$ cat config.mk
export PLATFORM = sky130hd
export DESIGN_NAME = pipe_stage_reg
export DESIGN_NICKNAME = d
export VERILOG_FILES = /design/src/rtl/pipe_stage_reg_pkg.sv /design/src/rtl/pipe_stage_reg_sat_counter.sv /design/src/rtl/pipe_stage_reg.sv
export SDC_FILE = /design/constraint.sdc
export NUM_CORES = 1
export LEC_CHECK = 0
export BUFFER_PORTS_ARGS = -buffer_cell sky130_fd_sc_hd__clkbuf_2
export CAP_MARGIN = 25
export CORE_AREA = 2 2 134 136
export CTS_CLUSTER_SIZE = 10
export DETAILED_ROUTE_END_ITERATION = 8
export DIE_AREA = 0 0 136 138
export PLACE_DENSITY = 0.68
export SYNTH_ARGS = -nofsm -noshare
export SYNTH_HDL_FRONTEND = slang
export SYNTH_SLANG_ARGS = --single-unit
$ cat constraint.sdc
create_clock -name clk -period 1.5 [get_ports clk]
set_input_delay 0.225 -clock clk [delete_from_list [all_inputs] [get_ports clk]]
set_output_delay 0.225 -clock clk [all_outputs]
set_load 0.01 [all_outputs]
$ cat src/rtl/pipe_stage_reg_pkg.sv
// Shared constants for the generic MIPS inter-stage pipeline register.
package pipe_stage_reg_pkg;
    localparam logic [31:0] RESET_PC_DEF = 32'h0000_3000;
    localparam logic [31:0] NOP_INSTR    = 32'h0000_0000;
    localparam logic [4:0]  EXC_NONE     = 5'd0;
    localparam int          TNEW_W_DEF   = 2;
endpackage

$ cat src/rtl/pipe_stage_reg_sat_counter.sv
// Saturating up-counter with synchronous reset and clear.
module sat_counter #(
    parameter int W = 4
) (
    input  logic         clk,
    input  logic         reset,
    input  logic         clr,
    input  logic         inc,
    output logic [W-1:0] cnt
);
    logic [W-1:0] r_cnt;

    always_ff @(posedge clk) begin
        if (reset || clr)
            r_cnt <= '0;
        else if (inc && (r_cnt != {W{1'b1}}))
            r_cnt <= r_cnt + 1'b1;
    end

    assign cnt = r_cnt;
endmodule

$ cat src/rtl/pipe_stage_reg.sv
// Generic pipeline stage register with stall, flush (bubble), valid tracking,
// Tnew decrement and a saturating consecutive-stall counter.
module pipe_stage_reg
    import pipe_stage_reg_pkg::*;
#(
    parameter int          N_DATA           = 3,
    parameter logic [31:0] RESET_PC         = RESET_PC_DEF,
    parameter int          TNEW_W           = TNEW_W_DEF,
    parameter bit          KEEP_PC_ON_FLUSH = 1'b1,
    parameter int          HOLD_CNT_W       = 4
) (
    input  logic                   clk,
    input  logic                   reset,
    input  logic                   stall,
    input  logic                   flush,
    input  logic [31:0]            in_instr,
    input  logic [31:0]            in_pc,
    input  logic                   in_check,
    input  logic                   in_bd,
    input  logic [4:0]             in_exc,
    input  logic [TNEW_W-1:0]      in_tnew,
    input  logic [N_DATA*32-1:0]   in_data,
    output logic [31:0]            out_instr,
    output logic [31:0]            out_pc,
    output logic                   out_check,
    output logic                   out_bd,
    output logic [4:0]             out_exc,
    output logic [TNEW_W-1:0]      out_tnew,
    output logic [N_DATA*32-1:0]   out_data,
    output logic                   out_valid,
    output logic [HOLD_CNT_W-1:0]  hold_cnt
);
    logic [31:0]           r_instr;
    logic [31:0]           r_pc;
    logic                  r_check;
    logic                  r_bd;
    logic [4:0]            r_exc;
    logic [TNEW_W-1:0]     r_tnew;
    logic [N_DATA*32-1:0]  r_data;
    logic                  r_valid;
    logic [TNEW_W-1:0]     w_tnew_dec;
    logic                  w_load;

    // Tnew counts stages until the result is ready; it never wraps below 0.
    assign w_tnew_dec = (in_tnew == '0) ? '0 : in_tnew - 1'b1;
    assign w_load     = !flush && !stall;

    always_ff @(posedge clk) begin
        if (reset) begin
            r_instr <= NOP_INSTR;
            r_pc    <= RESET_PC;
            r_check <= 1'b0;
            r_bd    <= 1'b0;
            r_exc   <= EXC_NONE;
            r_tnew  <= '0;
            r_data  <= '0;
            r_valid <= 1'b0;
        end else if (flush) begin
            // Bubble may keep PC/bd so a later exception still reports a sane EPC.
            r_instr <= NOP_INSTR;
            r_pc    <= KEEP_PC_ON_FLUSH ? in_pc : RESET_PC;
            r_bd    <= KEEP_PC_ON_FLUSH ? in_bd : 1'b0;
            r_check <= 1'b0;
            r_exc   <= EXC_NONE;
            r_tnew  <= '0;
            r_data  <= '0;
            r_valid <= 1'b0;
        end else if (!stall) begin
            r_instr <= in_instr;
            r_pc    <= in_pc;
            r_check <= in_check;
            r_bd    <= in_bd;
            r_exc   <= in_exc;
            r_tnew  <= w_tnew_dec;
            r_data  <= in_data;
            r_valid <= 1'b1;
        end
    end

    sat_counter #(.W(HOLD_CNT_W)) u_hold_cnt (
        .clk   (clk),
        .reset (reset),
        .clr   (flush || w_load),
        .inc   (stall),
        .cnt   (hold_cnt)
    );

    assign out_instr = r_instr;
    assign out_pc    = r_pc;
    assign out_check = r_check;
    assign out_bd    = r_bd;
    assign out_exc   = r_exc;
    assign out_tnew  = r_tnew;
    assign out_data  = r_data;
    assign out_valid = r_valid;
endmodule
Word-level counts from Yosys, hierarchy flattened
Index checks and enable logic that the tools add are counted.
{ "op_classes": {"add_sub_neg": 2, "eq_ne": 2, "mux": 5, "n_reduce_logical": 8} }
{ "ops": {"columns": ["op", "n"], "rows": [
  ["two-way mux 32 bit", 2],
  ["adder 4 x 1 -> 4 bit, second input constant", 1],
  ["inequality test 4 bit, second input constant", 1],
  ["logical AND 1 bit", 2],
  ["logical NOT 1 bit", 2],
  ["logical NOT 2 bit", 1],
  ["logical OR 1 bit", 2],
  ["two-way mux 1 bit", 2],
  ["two-way mux 2 bit", 1],
  ["inequality test 2 x 1 -> 1 bit, second input constant", 1],
  ["OR reduction 2 bit", 1],
  ["subtractor 2 x 1 -> 2 bit, second input constant", 1]
]} }
{ "totals": {"ff_bits": 174, "out_inout_bits": 174, "wordCells": 26} }

Logic depth before layout (Yosys ltp)
Gate-level depths: netlist of run 1.
{ "logic_depth": {"ltp_word": 4, "depth_mapped": 6} }

By module
A second synthesis of run 1 with hierarchy kept.
{ "unflattened": {"hier_cells": 611, "hier_area_um2": 6527.5} }
{ "by_module_without_submodules": {"columns": ["module", "instances", "cells_per_inst", "area_per_inst_um2", "seq_area_each_um2"], "rows": [
  ["pipe_stage_reg", 1, 590, 6317.3, 3403.3],
  ["sat_counter", 1, 21, 210.2, 80.1]
]} }

Worst setup path after synthesis of run 1
No wires, ideal clock.
{ "synth_path": {"path_kind": "reg-to-reg", "startpoint": "register u_hold_cnt.r_cnt[0], in the netlist u_hold_cnt.cnt[0]", "endpoint": "register u_hold_cnt.r_cnt[3], in the netlist u_hold_cnt.cnt[3]", "arrival_time_ns": 1.022, "slack_ns": 0.375, "path_stages_with_launch": 4, "path_buffers": 0, "period_less_slack_ns": 1.125, "path_cell_list": "dfxtp_1 ha_1 nor2_1 a2111oi_2"} }
{ "synth_via": {"elab_chain_len": 2} }
{ "synth_rtl": {"columns": ["element", "line", "rtl"], "rows": [
  ["start, declared", "pipe_stage_reg_sat_counter.sv:11", "logic [W-1:0] r_cnt;"],
  ["start signal, assigned", "pipe_stage_reg_sat_counter.sv:17", "r_cnt <= r_cnt + 1'b1;"],
  ["branches (longest 2 deep; another with adder 4 x 1 -> 4 bit)", null, null]
]} }
Parallel ways; which one is timed is not known.
A chain may end at the register's enable or synchronous reset.

Final worst setup path of run 1
{ "layout_path": {"startpoint": "register u_hold_cnt.r_cnt[2], in the netlist u_hold_cnt.cnt[2]", "endpoint": "output port hold_cnt[2]"} }
{ "layout_lines": {"columns": ["element", "line", "rtl"], "rows": [
  ["end, declared", "pipe_stage_reg.sv:31", "output logic [HOLD_CNT_W-1:0] hold_cnt"]
]} }
No word-level cell between the ends.

==> key figures, run 1 <==
Route
  • Routed vias: 5250
  • 1st-pass router iterations: 6
  • Iter 0 DRT Violations: 207
  • Drt drc: 0
  • Final ANT Viol Nets: 0
  • Routed wire length: 16200 um
  • Routed WL per cell: 13.6 um
  • Via density: 4.43

Placed design
  • Number of cells after detailed placement: 1152
  • Post-DP HPWL: 11800 um
  • Buffers on Ports: 346
  • RePlAce Congestion: 0.770
  • Post-place setup slack: 0.219 ns
  • Placed instance area: 0.00808 sq mm

Synthesis
  • Ys flop type: dfxtp_1
  • Mapped Cells: 608
  • Sequential area share after synthesis: 0.555
  • Synth area leader: dfxtp_1
  • Count of flip-flops with a built-in enable after synthesis: 0
  • Syn Nets: 782
  • Synth unique cells: 25
  • Ranking of synthesized cells by area: dfxtp_1 (56%), mux2i_1 (22%), nor2_1 (8.1%)
  • Synth Cell Area: 0.00627 sq mm
  • Yosys top cell area share: 0.555
  • Async SR Flop Fraction: 0
  • Mean Syn Cell Area: 10.3 sq um
  • Yosys warning count: 0
  • Number of synthesized register bits: 174

Finish
  • Final #Nets: 1116
  • Layout cells sized above 1: 0.410
  • Layout area overhead: 38.0%
  • Final core occ: 0.494
  • Post-Layout Inst Area: 0.00866 sq mm
  • Commonest non-fill, non-tap cells in the layout: clkbuf_2 (345), dfxtp_1 (174), nor2_1 (136), mux2i_1 (135), nand2_1 (67)
  • N_diodes: 0
  • Commonest non-fill, non-tap cell in the layout: clkbuf_2
  • Final std cells w/o fill: 1184

Timing
  • Final worst slack: 0.266 ns
  • Fmax: 810 MHz
  • Min Hold Slack: 0.0267 ns
  • Tmin final: 1.23 ns
  • Final setup violation count: 0
  • Fin. Hold Viols: 0
  • Setup_tns: 0 ns
  • Slew headroom: 0.604
  • Worst-Margin Slew: 0.594 ns
  • Max Slew Vio Count: 0
  • Unrepaired setup endpoints after global routing: false
  • Final worst-path cycle share: 0.823
  • Fin Clk Skew: 0.00293 ns

Power
  • Tot Pwr: 10.2 mW
  • Power density over the cells: 1180 mW/mm^2
  • Maximum VDD drop: 0.000726 V
  • Leakage: 4.47 nW

CTS
  • Clk_lat worst skew: 0.41 ns
  • Cts repair resizes: 0
  • Cts hold-fix bufs: 0
  • CTS tree: yes
  • Post-CTS setup repair buffer count: 0
  • CTS root buf: clkbuf_16
  • CTS buffer count: 17
  • Number of H-tree levels: 4
  • Clk slew on worst S/H paths: 0.07 ns
  • # clock sinks: 174
  • Clock Tree Buf Depth: 2

Hold path
  • Min-Delay Path Class: in -> reg
  • Worst hold stages: 3
  • HP Start: in_pc[12]
  • Hold EP: out_pc[12]$_SDFFE_PP1P_

Critical path
  • Data required, critical path: 1.27 ns
  • Critical R2R Capture: u_hold_cnt.cnt[0]$_SDFFE_PP0P_
  • Critical Path, Cell by Cell: clkbuf_2
  • Worst EP arrival: 1.01 ns
  • Critical setup path kind: reg -> out
  • Reg2reg start: u_hold_cnt.cnt[0]$_SDFFE_PP0P_
  • Critical Path Start Type: register
  • Setup crit end kind: output port
  • Highest cell delay on the worst timing path: 0.42 ns
  • Critical path depth in cells: 1
  • Worst-case reg-to-reg path depth: 4
  • Crit-path max FO: 6
  • Worst path top cell family by delay: flip-flops
  • CP max-delay cell: dfxtp_1
  • CP bufs+invs: 1
  • Flop-to-flop setup slack: 0.34 ns

Floorplanning
  • Initial core utilization: 0.358
  • Cell Rows: 49
  • Core region area: 0.0175 sq mm
  • Die Ht: 138 um
  • Die area: 0.0188 sq mm
  • Number of top-level pins: 347
  • Die width: 136 um

Outcome
  • Status: completed

Global route
  • Number of global-route vias before repair: 4941
  • Initial antenna violation count: 1
  • Global-route wire length before repair: 24900 um
  • All-layer global routing usage: 0.166
  • Largest net degree at the start of global routing: 81
  • Grt total ovfl: 0

Run
  • Max-Cap Viols: 0
==> power breakdown <==
| group | internal [mW] | switching [mW] | leakage [nW] |
|---|---|---|---|
| Clock | 2.37 | 1.91 | 0.270 |
| Combinational | 0.526 | 0.550 | 2.78 |
| Sequential | 4.80 | 0.0889 | 1.42 |
==> routing by layer <==
metal  routed length, um  track usage  vias up  share of wire
met5                  16            0        -        0.00099
met1                6810        0.193     2336           0.42
met3                1500       0.0645       24          0.093
li1                    -            -     2666              -
met4                 421       0.0658        2          0.026
met2                7410        0.273      222           0.46
==> cell families (layout without fill, tap and decap cells) <==
logic type                 count (synthesis)  in the layout  synth area share
xor gates and xnor gates                   1              1           0.00140
DFF                                      174            174             0.555
AOI/OAI and AO/OA                         37             37            0.0313
muxes                                    135            135             0.215
buffers and inverters                     44            391            0.0598
adders and majority gates                  1              1           0.00199
and+or+nand+nor                          216            216             0.135
==> worst max path at each step <==
stage | startpoint | end | slack (ns)
2_1_floorplan | u_hold_cnt.cnt[0]$_SDFFE_PP0P_ | u_hold_cnt.cnt[3]$_SDFFE_PP0P_ | 0.37
3_3_place_gp | stall | out_data[50]$_SDFFE_PP0N_ | 0.23
3_5_place_dp | stall | out_data[57]$_SDFFE_PP0N_ | 0.22
4_1_cts | u_hold_cnt.cnt[2]$_SDFFE_PP0P_ | hold_cnt[2] | 0.24
5_1_grt | u_hold_cnt.cnt[2]$_SDFFE_PP0P_ | hold_cnt[2] | 0.21
6_report | u_hold_cnt.cnt[2]$_SDFFE_PP0P_ | hold_cnt[2] | 0.27
==> flip-flops by register name, indices dropped and copies added, names as in the netlist <==
signal and flops:
out_exc 5, out_check 1, out_instr 32, out_bd 1, out_valid 1, u_hold_cnt.cnt 4
out_data 96, out_tnew 2, out_pc 32
==> layout make-up <==
class	instances	area [sq um]
clock inverter	13	131
tap	229	287
clock buffer	19	443
sequential	174	3480
multi-input combinational	390	2420
fill	1686	8880
timing repair buffer	358	1890
inverter	1	3.75
==> Yosys cell counts (2+ instances only) <==
master    number
nand2_1       67
nor3_1         3
nand3b_1       4
nor2_1       136
buf_6          6
dfxtp_1      174
a21oi_1       34
mux2i_1      135
buf_8         11
nand3_1        2
buf_2         18
buf_4          4
clkbuf_1       2
No activity file was read; power rests on OpenSTA's default activity.
==> run 2, diff against run 1 <==
--- a/config.mk
+++ b/config.mk
@@ -5,13 +5,14 @@
 export SDC_FILE = /design/constraint.sdc
 export NUM_CORES = 1
 export LEC_CHECK = 0
+export ABC_AREA = 1
 export BUFFER_PORTS_ARGS = -buffer_cell sky130_fd_sc_hd__clkbuf_2
 export CAP_MARGIN = 25
-export CORE_AREA = 2 2 134 136
+export CORE_AREA = 2 2 135 137
 export CTS_CLUSTER_SIZE = 10
 export DETAILED_ROUTE_END_ITERATION = 8
-export DIE_AREA = 0 0 136 138
-export PLACE_DENSITY = 0.68
+export DIE_AREA = 0 0 137 139
+export PLACE_DENSITY = 0.65
 export SYNTH_ARGS = -nofsm -noshare
 export SYNTH_HDL_FRONTEND = slang
 export SYNTH_SLANG_ARGS = --single-unit
==> constraint.sdc (replaced) <==
create_clock -name clk -period 1.2 [get_ports clk]
set_input_delay 0.18 -clock clk [delete_from_list [all_inputs] [get_ports clk]]
set_output_delay 0.18 -clock clk [all_outputs]
set_load 0.01 [all_outputs]
==> run 2 against run 1 <==
Net effect:
- total power increased by 35%
- critical path type unchanged
- register-to-register slack lost 0.24 ns
- non-clock buffer count is 148 higher
- wire length is 22% higher
- synthesized cell count rose by 26%
- highest routed layer is now met4
- sequential power grew 25%
- final cell count up 25%
- core utilization rose by 8.1 points
- area after synthesis decreased by 3.7%
- clock skew up 0.0028 ns
- die area grew 1.5%
==> key figures, run 2 <==
Outcome
  • Status: completed (unchanged)

Global route
  • Initial antenna violation count: 0 (was 1)
  • Grt total ovfl: 0 (unchanged)
  • Number of global-route vias before repair: 6486 (was 4941)
  • All-layer global routing usage: 0.198 (was 0.166)
  • Largest net degree at the start of global routing: 86 (was 81)
  • Global-route wire length before repair: 30700 um (was 24900 um)

Synthesis
  • Mapped Cells: 768 (was 608)
  • Sequential area share after synthesis: 0.577 (was 0.555)
  • Count of flip-flops with a built-in enable after synthesis: 0 (unchanged)
  • Yosys warning count: 0 (unchanged)
  • Synth Cell Area: 0.00604 sq mm (was 0.00627 sq mm)
  • Async SR Flop Fraction: 0 (unchanged)
  • Ranking of synthesized cells by area: dfxtp_1 (58%), nand2_1 (17%), a21oi_1 (11%) (was dfxtp_1 (56%), mux2i_1 (22%), nor2_1 (8.1%))
  • Ys flop type: dfxtp_1 (unchanged)
  • Synth area leader: dfxtp_1 (unchanged)
  • Syn Nets: 942 (was 782)
  • Most common cell in the netlist: nand2_1 (was dfxtp_1)
  • Synth unique cells: 17 (was 25)
  • Yosys top cell area share: 0.577 (was 0.555)
  • Number of synthesized register bits: 174 (unchanged)
  • Synth cell count leaders: nand2_1 (281), dfxtp_1 (174), a21oi_1 (136), nor2_1 (72), buf_2 (43) (was dfxtp_1 (174), nor2_1 (136), mux2i_1 (135), nand2_1 (67), a21oi_1 (34))
  • Mean Syn Cell Area: 7.87 sq um (was 10.3 sq um)

Floorplanning
  • Die Ht: 139 um (was 138 um)
  • Core region area: 0.0177 sq mm (was 0.0175 sq mm)
  • Number of top-level pins: 347 (unchanged)
  • Cell Rows: 49 (unchanged)
  • Initial core utilization: 0.342 (was 0.358)
  • Die width: 137 um (was 136 um)
  • Die area: 0.0190 sq mm (was 0.0188 sq mm)

CTS
  • Clock Tree Buf Depth: 2 (unchanged)
  • Clk_lat worst skew: 0.41 ns (about the same)
  • CTS tree: yes (unchanged)
  • # clock sinks: 174 (unchanged)
  • Number of H-tree levels: 4 (unchanged)
  • Clk slew on worst S/H paths: 0.07 ns (about the same)
  • CTS buffer count: 17 (unchanged)
  • CTS root buf: clkbuf_16 (unchanged)

Critical path
  • Critical setup path kind: reg -> out (unchanged)
  • Highest cell delay on the worst timing path: 0.33 ns (was 0.42 ns)
  • Worst-case reg-to-reg path depth: 6 (was 4)
  • Reg2reg start: u_hold_cnt.cnt[0]$_SDFFE_PP0P_ (unchanged)
  • Data required, critical path: 1.02 ns (was 1.27 ns)
  • Crit-path max FO: 4 (was 6)
  • Worst EP arrival: 0.98 ns (was 1.01 ns)
  • Critical R2R Capture: u_hold_cnt.cnt[3]$_SDFFE_PP0P_ (was u_hold_cnt.cnt[0]$_SDFFE_PP0P_)
  • Setup crit end kind: output port (unchanged)
  • Critical Path Start Type: register (unchanged)
  • CP max-delay cell: dfxtp_2 (was dfxtp_1)
  • Critical Path, Cell by Cell: buf_6, buf_8 (was clkbuf_2)
  • Flop-to-flop setup slack: 0.10 ns (was 0.34 ns)

Hold path
  • Min-Delay Path Class: in -> reg (unchanged)
  • HP Start: in_tnew[0] (was in_pc[12])
  • Worst hold stages: 3 (unchanged)
  • Hold EP: out_tnew[1]$_SDFFE_PP0N_ (was out_pc[12]$_SDFFE_PP1P_)

Power
  • Maximum VDD drop: 0.000893 V (was 0.000726 V)
  • Clock Power Share: 0.432 (was 0.418)
  • Leakage: 4.79 nW (was 4.47 nW)
  • Reg power frac: 0.444 (was 0.477)
  • Int Pwr: 10.4 mW (was 7.69 mW)
  • Power density over the cells: 1360 mW/mm^2 (was 1180 mW/mm^2)
  • Tot Pwr: 13.8 mW (was 10.2 mW)
  • Sw Share: 0.246 (was 0.249)
  • Sw power: 3.39 mW (was 2.55 mW)
  • Comb power frac: 0.125 (was 0.105)

Finish
  • N_diodes: 0 (unchanged)
  • Final #Nets: 1413 (was 1116)
  • Layout cells sized above 1: 0.324 (was 0.410)
  • Layout area overhead: 68.0% (was 38.0%)
  • Final std cells w/o fill: 1481 (was 1184)
  • Max FFs per register: 96 (unchanged)
  • Commonest non-fill, non-tap cell in the layout: clkbuf_2 (unchanged)
  • Post-Layout Inst Area: 0.0101 sq mm (was 0.00866 sq mm)
  • Final core occ: 0.575 (was 0.494)
  • Commonest non-fill, non-tap cells in the layout: clkbuf_2 (343), nand2_1 (280), dfxtp_1 (170), dlygate4sd3_1 (141), a21oi_1 (136) (was clkbuf_2 (345), dfxtp_1 (174), nor2_1 (136), mux2i_1 (135), nand2_1 (67))

Timing
  • Fin Clk Skew: 0.00571 ns (was 0.00293 ns)
  • Worst-Margin Slew: 0.385 ns (was 0.594 ns)
  • Tmin final: 1.16 ns
  • Min Hold Slack: 0.0128 ns (was 0.0267 ns)
  • Final worst-path cycle share: 0.966
  • Fmax: 863 MHz
  • Max Slew Vio Count: 0 (unchanged)
  • Unrepaired setup endpoints after global routing: false (unchanged)
  • Final worst slack: 0.0411 ns (was 0.266 ns)
  • Slew headroom: 0.743 (was 0.604)
  • Setup_tns: 0 ns (unchanged)
  • Fin. Hold Viols: 0 (unchanged)
  • Final setup violation count: 0 (unchanged)

Route
  • Via density: 4.47 (was 4.43)
  • Iter 0 DRT Violations: 299 (was 207)
  • Routed WL per cell: 13.3 um (was 13.6 um)
  • Routed vias: 6623 (was 5250)
  • Drt drc: 0 (unchanged)
  • Routed wire length: 19800 um (was 16200 um)
  • Final ANT Viol Nets: 0 (unchanged)
  • 1st-pass router iterations: 6 (unchanged)

Placed design
  • Number of cells after detailed placement: 1307 (was 1152)
  • Post-DP HPWL: 12500 um (was 11800 um)
  • RePlAce Congestion: 0.767 (was 0.770)
  • Placed instance area: 0.00806 sq mm (was 0.00808 sq mm)
  • Buffers on Ports: 346 (unchanged)
  • Post-place setup slack: 0.107 ns (was 0.219 ns)

Run
  • Max-Cap Viols: 0 (unchanged)
-- run 2: cell types whose count changed in the layout (fill, tap and decap cells not counted), moves of 27 or more --
cell           delta
dlygate4sd3_1   +141
a21oi_1         +102
nor2_1           -64
nand2_1         +213
o21ai_0          +27
mux2i_1         -135
-- run 2: area by class of cell --
class	instances	area, sq um
Sequential cell	174	3490
Clock buffer	20	467
Fill cell	1556	7510
Tap cell	229	287
Clock inverter	12	171
Timing Repair Buffer	506	3450
Multi-Input combinational cell	532	2250
Inverter	8	35.0
-- run 2: worst max path at each step --
stage	start	to	slack [ns]	cells after the start
global placement	u_hold_cnt.cnt[0]$_SDFFE_PP0P_	u_hold_cnt.cnt[1]$_SDFFE_PP0P_	0.14	6
global route	u_hold_cnt.cnt[0]$_SDFFE_PP0P_	hold_cnt[0]	0.001	2
detailed placement	stall	out_data[56]$_SDFFE_PP0N_	0.11	6
finish	u_hold_cnt.cnt[1]$_SDFFE_PP0P_	hold_cnt[1]	0.04	2
floorplan	u_hold_cnt.cnt[0]$_SDFFE_PP0P_	u_hold_cnt.cnt[1]$_SDFFE_PP0P_	0.04	6
CTS	u_hold_cnt.cnt[0]$_SDFFE_PP0P_	hold_cnt[0]	0.000003	2
-- run 2: critical path, delay by kind of cell, from the launching register on --
kind                   cells  cell delay [ns]
buffers and inverters      2             0.24
flip-flops                 1             0.33
-- run 2: timing repair --
item                                    4_1_cts  5_1_grt
hold buffers                                141        0
resized for setup                             7        3
endpoints found under the setup margin        3        5
endpoints found under the hold margin       141        0
buffers inserted                              0        1
cloned                                        0        0
-- run 2: kinds of logic after synthesis --
family | share of synthesized area
AO/OA/AOI/OAI | 0.142
adder cells (fa/ha/maj) | 0.00207
AND/OR/NAND/NOR | 0.227
buffers and inverters | 0.0518
flip-flops | 0.577
-- run 2: routing by layer --
metal,track usage,share of wire
met4,0.0749,0.025
met3,0.0636,0.083
met1,0.223,0.41
met2,0.345,0.48
met5,0,0
-- run 2: power by group through the flow --
stage | Sequential (mW) | Combinational, mW | Clock (mW)
2_1_floorplan | 6.35 | 0.528 | 0
3_3_place_gp | 6.23 | 1.32 | 0
3_5_place_dp | 6.24 | 1.33 | 0
4_1_cts | 6.11 | 1.71 | 6.07
5_1_grt | 6.14 | 1.89 | 6.32
6_report | 6.12 | 1.72 | 5.96
